### src/rtl/fifo_read_port.sv
// fifo_read_port: FWFT read front end that prefetches FIFO memory words into a small output buffer
// Ports:
//   clk_i            clock, all logic on posedge
//   nrst_i           synchronous active-low reset
//   fifo_rd_en_i     consumer pop request
//   fifo_flush_i     discard buffered words and in-flight reads
//   fifo_rd_data_o   head of the output buffer (first-word-fall-through)
//   fifo_empty_o     no word available, or flushing
//   fifo_rd_err_o    registered one-cycle error pulse
//   fifo_rd_count_o  words held in the buffer
//   mem_rd_en_o      memory read strobe
//   mem_rdata_i      memory data, valid MEM_RD_LAT cycles after the strobe
//   mem_empty_i      memory empty flag
//   mem_rd_err_i     memory-side read error
module fifo_read_port #(
   parameter int DATA_WIDTH = 8,
   parameter int MEM_RD_LAT = 1,
   parameter int BUF_DEPTH  = 2
) (
   input  logic                           clk_i,
   input  logic                           nrst_i,
   input  logic                           fifo_rd_en_i,
   input  logic                           fifo_flush_i,
   output logic [DATA_WIDTH-1:0]          fifo_rd_data_o,
   output logic                           fifo_empty_o,
   output logic                           fifo_rd_err_o,
   output logic [$clog2(BUF_DEPTH+1)-1:0] fifo_rd_count_o,
   output logic                           mem_rd_en_o,
   input  logic [DATA_WIDTH-1:0]          mem_rdata_i,
   input  logic                           mem_empty_i,
   input  logic                           mem_rd_err_i
);
   localparam int CW = $clog2(BUF_DEPTH + 1);
   localparam int PW = $clog2(BUF_DEPTH);
   localparam int SW = $clog2(BUF_DEPTH + MEM_RD_LAT + 1);
   typedef enum logic {RUN, FLUSH} state_t;
   state_t                state_q, state_d;
   logic [CW-1:0]         count_q, count_d;
   logic [PW-1:0]         wr_ptr_q, wr_ptr_d, rd_ptr_q, rd_ptr_d;
   logic [MEM_RD_LAT-1:0] pipe_q, pipe_d;
   logic [DATA_WIDTH-1:0] buf_q [BUF_DEPTH];
   logic [DATA_WIDTH-1:0] hold_q;
   logic                  err_q, err_d;
   logic [SW-1:0]         inflight;
   logic                  pop, ret;
   function automatic logic [PW-1:0] nxt(input logic [PW-1:0] p);
      return (p == PW'(BUF_DEPTH - 1)) ? '0 : p + 1'b1;
   endfunction
   always_comb begin
      inflight = '0;
      for (int i = 0; i < MEM_RD_LAT; i++) inflight = inflight + SW'(pipe_q[i]);
   end
   // Credits cover both held words and reads still in flight, so the buffer can never overflow.
   assign mem_rd_en_o = nrst_i && state_q == RUN && !fifo_flush_i && !mem_empty_i &&
                        (SW'(count_q) + inflight) < SW'(BUF_DEPTH);
   assign fifo_empty_o    = (count_q == '0) || (state_q == FLUSH);
   assign fifo_rd_count_o = count_q;
   assign fifo_rd_err_o   = err_q;
   // While empty the output keeps showing the last value it presented.
   assign fifo_rd_data_o  = (count_q == '0) ? hold_q : buf_q[rd_ptr_q];
   assign pop = fifo_rd_en_i && !fifo_empty_o;
   assign ret = pipe_q[MEM_RD_LAT-1];
   always_comb begin
      state_d   = state_q;
      count_d   = count_q;
      wr_ptr_d  = wr_ptr_q;
      rd_ptr_d  = rd_ptr_q;
      err_d     = (fifo_rd_en_i && fifo_empty_o) || mem_rd_err_i;
      pipe_d    = pipe_q << 1;
      pipe_d[0] = mem_rd_en_o;
      if (state_q == RUN && fifo_flush_i) begin
         state_d  = FLUSH;
         count_d  = '0;
         wr_ptr_d = '0;
         rd_ptr_d = '0;
      end else if (state_q == RUN) begin
         wr_ptr_d = ret ? nxt(wr_ptr_q) : wr_ptr_q;
         rd_ptr_d = pop ? nxt(rd_ptr_q) : rd_ptr_q;
         count_d  = count_q + CW'(ret) - CW'(pop);
      end else if (inflight == '0 && !fifo_flush_i) begin
         state_d = RUN;
      end
   end
   always_ff @(posedge clk_i) begin
      if (!nrst_i) begin
         state_q  <= RUN;
         count_q  <= '0;
         wr_ptr_q <= '0;
         rd_ptr_q <= '0;
         pipe_q   <= '0;
         err_q    <= 1'b0;
         hold_q   <= '0;
      end else begin
         state_q  <= state_d;
         count_q  <= count_d;
         wr_ptr_q <= wr_ptr_d;
         rd_ptr_q <= rd_ptr_d;
         pipe_q   <= pipe_d;
         err_q    <= err_d;
         hold_q   <= fifo_rd_data_o;
         // Returns landing in FLUSH, or on the flush edge itself, are dropped.
         if (state_q == RUN && !fifo_flush_i && ret) buf_q[wr_ptr_q] <= mem_rdata_i;
         if (state_q == RUN && !fifo_flush_i && ret && !pop) assert (count_q < CW'(BUF_DEPTH));
      end
   end
endmodule

### config.mk
export PLATFORM = sky130hd
export DESIGN_NAME = fifo_read_port
export DESIGN_NICKNAME = d
export VERILOG_FILES = /design/src/rtl/fifo_read_port.sv
export SDC_FILE = /design/constraint.sdc
export NUM_CORES = 1
export LEC_CHECK = 0
export CAP_MARGIN = 40
export CORE_MARGIN = 1
export CORE_UTILIZATION = 25
export CTS_BUF_LIST = sky130_fd_sc_hd__clkbuf_2
export DETAILED_ROUTE_END_ITERATION = 8
export SLEW_MARGIN = 10
export SYNTH_ARGS = -nofsm -noshare
export SYNTH_HDL_FRONTEND = slang
export SYNTH_SLANG_ARGS = --single-unit
### constraint.sdc
create_clock -name clk_i -period 1.7 [get_ports clk_i]
set_input_delay 0.34 -clock clk_i [delete_from_list [all_inputs] [get_ports clk_i]]
set_output_delay 0.34 -clock clk_i [all_outputs]
set_load 0.05 [all_outputs]
==> run summary, run 1 <==
drt total wl -> 2710 µm
Final nets -> 164
# Max-Cap Violations -> 0
via count -> 963
root buffer cell -> clkbuf_2
Max Slew Vio Count -> 0
port bufs -> 26
cts hold-fix bufs -> 0
vias in the first global route -> 1,023
Initial Util -> 26.6%
hold slack -> 0.533 ns
filler instances -> 426
Reg clk slew, reported paths -> 0.18 ns
Top delay family on crit path -> simple AND/OR/NAND/NOR gates
WP data arrival -> 1.54 ns
Clock H-tree levels -> 2
first-pass GRT wire length -> 4640 µm
post-synthesis cell type count -> 26
ant diodes -> 0
setup violators final -> 9
area grow syn2layout -> 70.0%
worst vdd ir -> 0.230 mV
Yosys reg bits -> 32
critical path class -> reg2out
Die X -> 73.7 µm
Util after Layout -> 45.3%
Chip Height -> 73.7 µm
Total GRT Usage -> 11.6%
Critical Path Fanout Max -> 5
number of antenna violations at the first check in global routing -> 0
Num CTS Buffers -> 5
r2r startpoint -> fifo_rd_count_o[0]
CTS tree -> yes
Mapped Avg Cell Area -> 12.0 µm²
Max transition margin -> 69.1%
pin count of the biggest net entering global routing -> 15
syn_nets -> 123
Buf/Inv on CP -> 2
DR DRC count -> 0
Mapped Area -> 1280 µm²
pre-CTS worst setup slack -> -0.0455 ns
leakage power -> 0.732 nW
Hold/Removal Path Class -> in2reg
Hold Path Origin -> mem_rdata_i[0]
clock sinks -> 32
wire length per cell -> 12.6 µm
crit path time final -> 1.88 ns
Critical Path RT -> 1.36 ns
cells on worst reg2reg path -> 7
CP max stage cell -> dfxtp_4
Worst Hold Endpoint -> buf_q[1][0]
Worst Hold Path Cells -> 1
hpwl dp -> 1810 µm
RR Endpoint -> fifo_rd_count_o[1]
Mapped Cells -> 107
Pre-Repair DR Iteration Count -> 4
final std cells w/o fill -> 216
r2r setup slk -> 0.11 ns
DP Cell Count -> 203
Worst setup EP type -> output pin
failing checks -> setup timing
CTS Buffer Depth -> 2
run status -> finished with violations
Cell Rows -> 25
final setup skew -> 0.0144 ns
worst-skew pair later-pin latency -> 0.38 ns
P per Cell Area -> 678 nW/µm²
Final Wtd Congestion -> 0.751
Ports -> 27
CP max stage delay -> 0.39 ns
initial DRC count -> 35
vias per inst -> 4.46
share of layout cells above drive strength 1 -> 47.0%
fmax -> 0.531 GHz
post-route setup slack -> -0.184 ns
Worst Setup Start Kind -> flop
final hold vios -> 0
Syn. warnings -> 0
Core Region -> 4820 µm²
worst path cell trace -> or2_4, clkbuf_16, nor2_4, a21oi_4, buf_12
aggregate global routing overflow -> 0
RSZ-0062 raised after global routing -> yes
period utilization -> 111%
Slew @ Worst Pin -> 0.462 ns
sequential share of the synthesized area -> 62.4%
die area -> 5430 µm²
post-route ant nets -> 0
-- cells in the mapped netlist --
master     n  share of area (%)
dfxtp_1   16                 25
edfxtp_1  16                 37
nor2_1    15                4.4
a21oi_1   12                4.7
a211oi_1   8                4.7
mux2i_1    8                6.2
nand2_1    4                1.2
buf_6      3                2.6
nor3_1     3                1.2
a31oi_1    2               0.97
ha_1       2                1.9
inv_1      2               0.59
nand3b_1   2                1.2
xor2_1     2                1.4
buf_1      1               0.29
buf_4      1               0.59
clkbuf_2   1               0.39
nand3_1    1               0.39
nand4b_1   1               0.68
nor3b_1    1               0.59
o21ai_0    1               0.39
o21ai_2    1               0.68
o21bai_1   1               0.59
o311ai_0   1               0.68
or2_1      1               0.49
or4_4      1               0.88
-- cell type report --
cell class / instances / area, µm² / area share (%)
clock buffers: 5 / 25.0 / 1.15
well taps: 67 / 83.8 / 3.84
clock inverters: 3 / 23.8 / 1.09
multi-input cells: 67 / 719 / 33.0
flip-flops and latches: 32 / 807 / 37.0
repair buffers: 40 / 515 / 23.6
inverters: 2 / 7.51 / 0.344
-- power breakdown --
group | total, W | switching (W) | internal (W)
clock network | 0.000372 | 0.000270 | 0.000102
logic | 0.000271 | 0.000136 | 0.000135
registers | 0.000835 | 0.0000131 | 0.000822
-- cell usage in the layout, fill, tap and decap left out, drive strengths merged, types with 2 or more instances in the layout --
cell / n
o21ai: 2
nand2: 4
edfxtp: 16
nor2: 15
clkdlybuf4s50: 13
nor3: 3
clkbuf: 6
xor2: 2
a21oi: 12
buf: 26
ha: 2
dfxtp: 16
mux2i: 8
a31oi: 2
nand3b: 2
clkinvlp: 2
a211oi: 8
inv: 2
-- per-stage QoR --
step                      power (W)  setup TNS [ns]  area [µm²]
after floorplan            0.000961          -0.707        1330
after global placement      0.00107          -0.226        1790
after detailed placement    0.00108          -0.437        1790
after CTS                   0.00149           -1.92        2090
after global routing        0.00155           -2.17        2180
final                       0.00148           -1.49        2180
-- worst reg2reg max path, delay by kind of cell, from the launching register on --
kind,cells,cell delay (ns)
and+or+nand+nor,1,0.07
AOI/OAI and AO/OA,2,0.43
adders and majority gates,1,0.20
DFF,1,0.39
buffers and inverters,2,0.26
xor gates and xnor gates,1,0.16
-- how the worst max path moves through the flow --
stage	start	endpoint	slack [ns]	cells past startpoint
after global placement	fifo_flush_i	buf_q[0][0]	-0.03	5
after detailed placement	fifo_flush_i	buf_q[0][0]	-0.05	5
after global routing	fifo_rd_count_o[0]	fifo_rd_data_o[1]	-0.25	5
after CTS	fifo_rd_count_o[0]	fifo_rd_data_o[1]	-0.22	5
final	fifo_rd_count_o[0]	fifo_rd_data_o[3]	-0.18	5
after floorplan	fifo_rd_count_o[0]	fifo_rd_data_o[0]	-0.09	4
-- layer usage --
metal	vias to the layer above	GRT usage (%)	wire length (µm)
li1	474	-	-
met3	5	3.02	98
met2	17	18.6	1400
met4	0	8.33	72
met1	467	13.5	1140
met5	-	0	0
-- flip-flops by register name, summed over array words and instances, names as in the netlist, named ones only --
signal,count
buf_q,16
fifo_rd_count_o,2
fifo_rd_err_o,1
hold_q,8
pipe_q,1
rd_ptr_q,1
state_q,1
wr_ptr_q,1
-- what timing repair did --
| action | in CTS | in global routing |
|---|---|---|
| pin swaps | 2 | 2 |
| cloned | 1 | 1 |
| resized for setup | 44 | 10 |
| setup buffers | 3 | 0 |
| endpoints found under the setup margin | 9 | 11 |
-- cell families after synthesis --
| kind of cell | count (synthesis) | share of synthesized area [%] |
|---|---|---|
| simple gates | 29 | 10.9 |
| mux | 8 | 6.24 |
| compound gates | 26 | 12.7 |
| flops | 32 | 62.4 |
| xor+xnor | 2 | 1.36 |
| buf+inv | 8 | 4.48 |
| fa+ha+maj | 2 | 1.95 |
Note: power is estimated with default switching activity, not from simulation.
==> run 2: changes to the inputs <==
--- a/config.mk
+++ b/config.mk
@@ -5,6 +5,7 @@
 export SDC_FILE = /design/constraint.sdc
 export NUM_CORES = 1
 export LEC_CHECK = 0
+export ABC_AREA = 1
 export CAP_MARGIN = 40
 export CORE_MARGIN = 1
 export CORE_UTILIZATION = 25
==> run 2 against run 1 <==
  * The run still ends with setup timing left
  * Final cell count up 17%
  * Setup slack better by 0.11 ns
  * Sequential share of layout area up 5.3 points
  * Area after synthesis up 3.3%
  * Core utilization down 7.5 points
  * Via count up 6.1%
  * Maximum frequency up 6.1%
  * Largest cell class unchanged
  * Non-clock buffer count down 6
  * Critical endpoint is now mem_rd_en_o
  * Largest power group unchanged
  * Final area down 12%
==> run summary, run 2 <==
internal power -> 0.00108 W (was 0.00106 W)
cts hold-fix bufs -> 0 (unchanged)
DP Cell Count -> 241 (was 203)
RR Endpoint -> fifo_rd_count_o[0] (was fifo_rd_count_o[1])
pin count of the biggest net entering global routing -> 11 (was 15)
syn_nets -> 158 (was 123)
Total GRT Usage -> 10.1% (was 11.6%)
fmax -> 0.563 GHz (was 0.531 GHz)
final hold vios -> 0 (unchanged)
run status -> finished with violations (unchanged)
first-pass GRT wire length -> 4080 µm (was 4640 µm)
final std cells w/o fill -> 252 (was 216)
sequential share of the synthesized area -> 60.4% (was 62.4%)
Die X -> 74.8 µm (was 73.7 µm)
CTS Buffer Depth -> 2 (unchanged)
port bufs -> 26 (unchanged)
setup violators final -> 1 (was 9)
initial DRC count -> 22 (was 35)
Critical Path RT -> 1.36 ns (about the same)
worst path cell trace -> ha_4, inv_2, nand2_2, nand2_2, nor4_4, buf_12 (was or2_4, clkbuf_16, nor2_4, a21oi_4, buf_12)
worst-skew pair later-pin latency -> 0.37 ns (was 0.38 ns)
root buffer cell -> clkbuf_2 (unchanged)
Async SR Flop Fraction -> 0% (unchanged)
hold slack -> 0.479 ns (was 0.533 ns)
Max transition margin -> 79.8% (was 69.1%)
Worst setup EP type -> output pin (unchanged)
number of antenna violations at the first check in global routing -> 0 (unchanged)
Clock H-tree levels -> 2 (unchanged)
Worst Hold Path Cells -> 2 (was 1)
synth top area cells -> edfxtp_1 (36%), dfxtp_1 (24%), nand2_1 (16%) (was edfxtp_1 (37%), dfxtp_1 (25%), mux2i_1 (6.2%))
share of the synthesized area in the top cell type -> 36.2% (was 37.4%)
Initial Util -> 26.0% (was 26.6%)
# Max-Cap Violations -> 0 (unchanged)
Critical Path Fanout Max -> 3 (was 5)
Worst Hold Endpoint -> wr_ptr_q (was buf_q[1][0])
r2r startpoint -> fifo_rd_count_o[1] (was fifo_rd_count_o[0])
CP max stage cell -> dfxtp_4 (unchanged)
hpwl dp -> 1790 µm (was 1810 µm)
P per Cell Area -> 802 nW/µm² (was 678 nW/µm²)
Num CTS Buffers -> 5 (unchanged)
critical path class -> reg2out (unchanged)
most common cell in the netlist -> nand2_1
Max Slew Vio Count -> 0 (unchanged)
WP data arrival -> 1.44 ns (was 1.54 ns)
aggregate global routing overflow -> 0 (unchanged)
ys flop type -> edfxtp_1 (unchanged)
crit path time final -> 1.78 ns (was 1.88 ns)
vias in the first global route -> 897 (was 1,023)
leakage power -> 0.784 nW (was 0.732 nW)
max reg flops -> 16 (unchanged)
cell accounting for the most synthesized area -> edfxtp_1 (unchanged)
die area -> 5600 µm² (was 5430 µm²)
Syn. warnings -> 0 (unchanged)
Cell Rows -> 26 (was 25)
Flop pwr share -> 54.4% (was 56.5%)
post-route setup slack -> -0.0759 ns (was -0.184 ns)
Final Wtd Congestion -> 0.753 (was 0.751)
Slew @ Worst Pin -> 0.302 ns (was 0.462 ns)
Reg clk slew, reported paths -> 0.15 ns (was 0.18 ns)
failing checks -> setup timing (unchanged)
ant diodes -> 0 (unchanged)
filler instances -> 530 (was 426)
DR DRC count -> 0 (unchanged)
r2r setup slk -> 0.23 ns (was 0.11 ns)
drt total wl -> 2490 µm (was 2710 µm)
Post-synth EDFFs -> 16 (unchanged)
Clock Power Share -> 22.7% (was 25.2%)
CP max stage delay -> 0.40 ns (was 0.39 ns)
cells on worst reg2reg path -> 9 (was 7)
final setup skew -> 0.0161 ns (was 0.0144 ns)
switch share -> 30.3% (was 28.3%)
Mapped Avg Cell Area -> 9.34 µm² (was 12.0 µm²)
most common cell after layout, fill and taps aside -> nand2_1 (was edfxtp_1)
share of layout cells above drive strength 1 -> 33.5% (was 47.0%)
Ports -> 27 (unchanged)
RSZ-0062 raised after global routing -> yes (unchanged)
Hold/Removal Path Class -> reg2reg (was in2reg)
CTS tree -> yes (unchanged)
Final nets -> 197 (was 164)
area grow syn2layout -> 45.4% (was 70.0%)
commonest non-fill, non-tap cells in the layout -> nand2_1 (45), edfxtp_1 (16), nand2_2 (15) (was edfxtp_1 (16), dfxtp_1 (13), clkdlybuf4s50_1 (13))
power share of the combinational group -> 22.9% (was 18.4%)
Synth top cells by count -> nand2_1 (56), dfxtp_1 (16), edfxtp_1 (16) (was dfxtp_1 (16), edfxtp_1 (16), nor2_1 (15))
Util after Layout -> 37.8% (was 45.3%)
Mapped Area -> 1330 µm² (was 1280 µm²)
Hold Path Origin -> wr_ptr_q (was mem_rdata_i[0])
most used cell, CP -> nand2_2
Buf/Inv on CP -> 2 (unchanged)
via count -> 1,022 (was 963)
period utilization -> 104% (was 111%)
worst vdd ir -> 0.262 mV (was 0.230 mV)
post-synthesis cell type count -> 21 (was 26)
Biggest register -> buf_q (unchanged)
Worst Setup Start Kind -> flop (unchanged)
Yosys reg bits -> 32 (unchanged)
wire length per cell -> 9.89 µm (was 12.6 µm)
post-route ant nets -> 0 (unchanged)
Top delay family on crit path -> flip-flops (was simple AND/OR/NAND/NOR gates)
Chip Height -> 74.8 µm (was 73.7 µm)
vias per inst -> 4.06 (was 4.46)
switching power -> 0.000469 W (was 0.000419 W)
Mapped Cells -> 142 (was 107)
Pre-Repair DR Iteration Count -> 4 (unchanged)
clock sinks -> 32 (unchanged)
Core Region -> 5110 µm² (was 4820 µm²)
-- run 2: cell types whose count changed in the layout (fill, tap and decap cells not counted), sizes merged, moves of 3 or more --
cell,previous run,this run
a211oi,8,0
buf,26,21
nor2,15,6
nand2,4,63
clkinv,1,4
mux2i,8,0
nand3,1,5
inv,2,13
-- run 2: worst max path at each step --
stage,from,end,slack (ns),cells past startpoint
2_1_floorplan,fifo_rd_count_o[0],mem_rd_en_o,-0.05,5
3_3_place_gp,nrst_i,mem_rd_en_o,-0.05,4
3_5_place_dp,nrst_i,mem_rd_en_o,-0.06,4
4_1_cts,fifo_rd_count_o[0],mem_rd_en_o,-0.10,6
5_1_grt,fifo_rd_count_o[0],mem_rd_en_o,-0.18,6
6_report,fifo_rd_count_o[0],mem_rd_en_o,-0.08,6
-- run 2: per-stage QoR --
| stage | area [µm²] | setup slack (ns) | total power [W] | setup TNS, ns |
|---|---|---|---|---|
| detailed placement | 1810 | -0.0624 | 0.00119 | -0.0624 |
| floorplan | 1370 | -0.0484 | 0.00104 | -0.0484 |
| CTS | 1920 | -0.104 | 0.00156 | -0.159 |
| global placement | 1810 | -0.0526 | 0.00119 | -0.0526 |
| global route | 1930 | -0.180 | 0.00163 | -0.862 |
| finish | 1930 | -0.0759 | 0.00155 | -0.0759 |
-- run 2: power by group through the flow --
stage	logic, W	clock network (W)	registers (W)
finish	0.000355	0.000351	0.000841
floorplan	0.000174	0	0.000867
global route	0.000379	0.000403	0.000845
CTS	0.000355	0.000364	0.000841
global placement	0.000333	0	0.000859
detailed placement	0.000335	0	0.000859
-- run 2: area by class of cell --
type | count | area, µm² | share of cell area [%]
Inverter | 14 | 67.6 | 3.50
Clock inverter | 3 | 13.8 | 0.714
Timing Repair Buffer | 34 | 413 | 21.4
Sequential cell | 32 | 815 | 42.2
Multi-Input combinational cell | 94 | 507 | 26.3
Tap cell | 70 | 87.6 | 4.54
Clock buffer | 5 | 25.0 | 1.30
-- run 2: worst min-delay path, cell delays in order (launching register included) --
cell and delay [ns]:
dfxtp_1 0.34, nand2_1 0.06, a21oi_1 0.05
-- run 2: cells by family (layout without fill, tap and decap cells) --
kind of cell | after synthesis | count (layout) | share of synthesized area [%]
buf+inv | 17 | 56 | 7.08
simple gates | 77 | 78 | 24.8
flops | 32 | 32 | 60.4
compound gates | 14 | 14 | 5.85
fa+ha+maj | 2 | 2 | 1.89
-- run 2: per-layer routing --
metal / vias up / track usage (%) / wire length (µm)
li1: 535 / - / -
met1: 466 / 12.8 / 1090
met2: 18 / 15.4 / 1280
met3: 3 / 3.35 / 97
met4: 0 / 5.03 / 25
met5: - / 0 / 0
-- run 2: what timing repair did --
item / 4_1_cts / 5_1_grt
resized for setup: 19 / 1
endpoints found under the setup margin: 9 / 10
gates cloned: 0 / 1
setup buffers: 2 / 0
pin swaps: 2 / 0
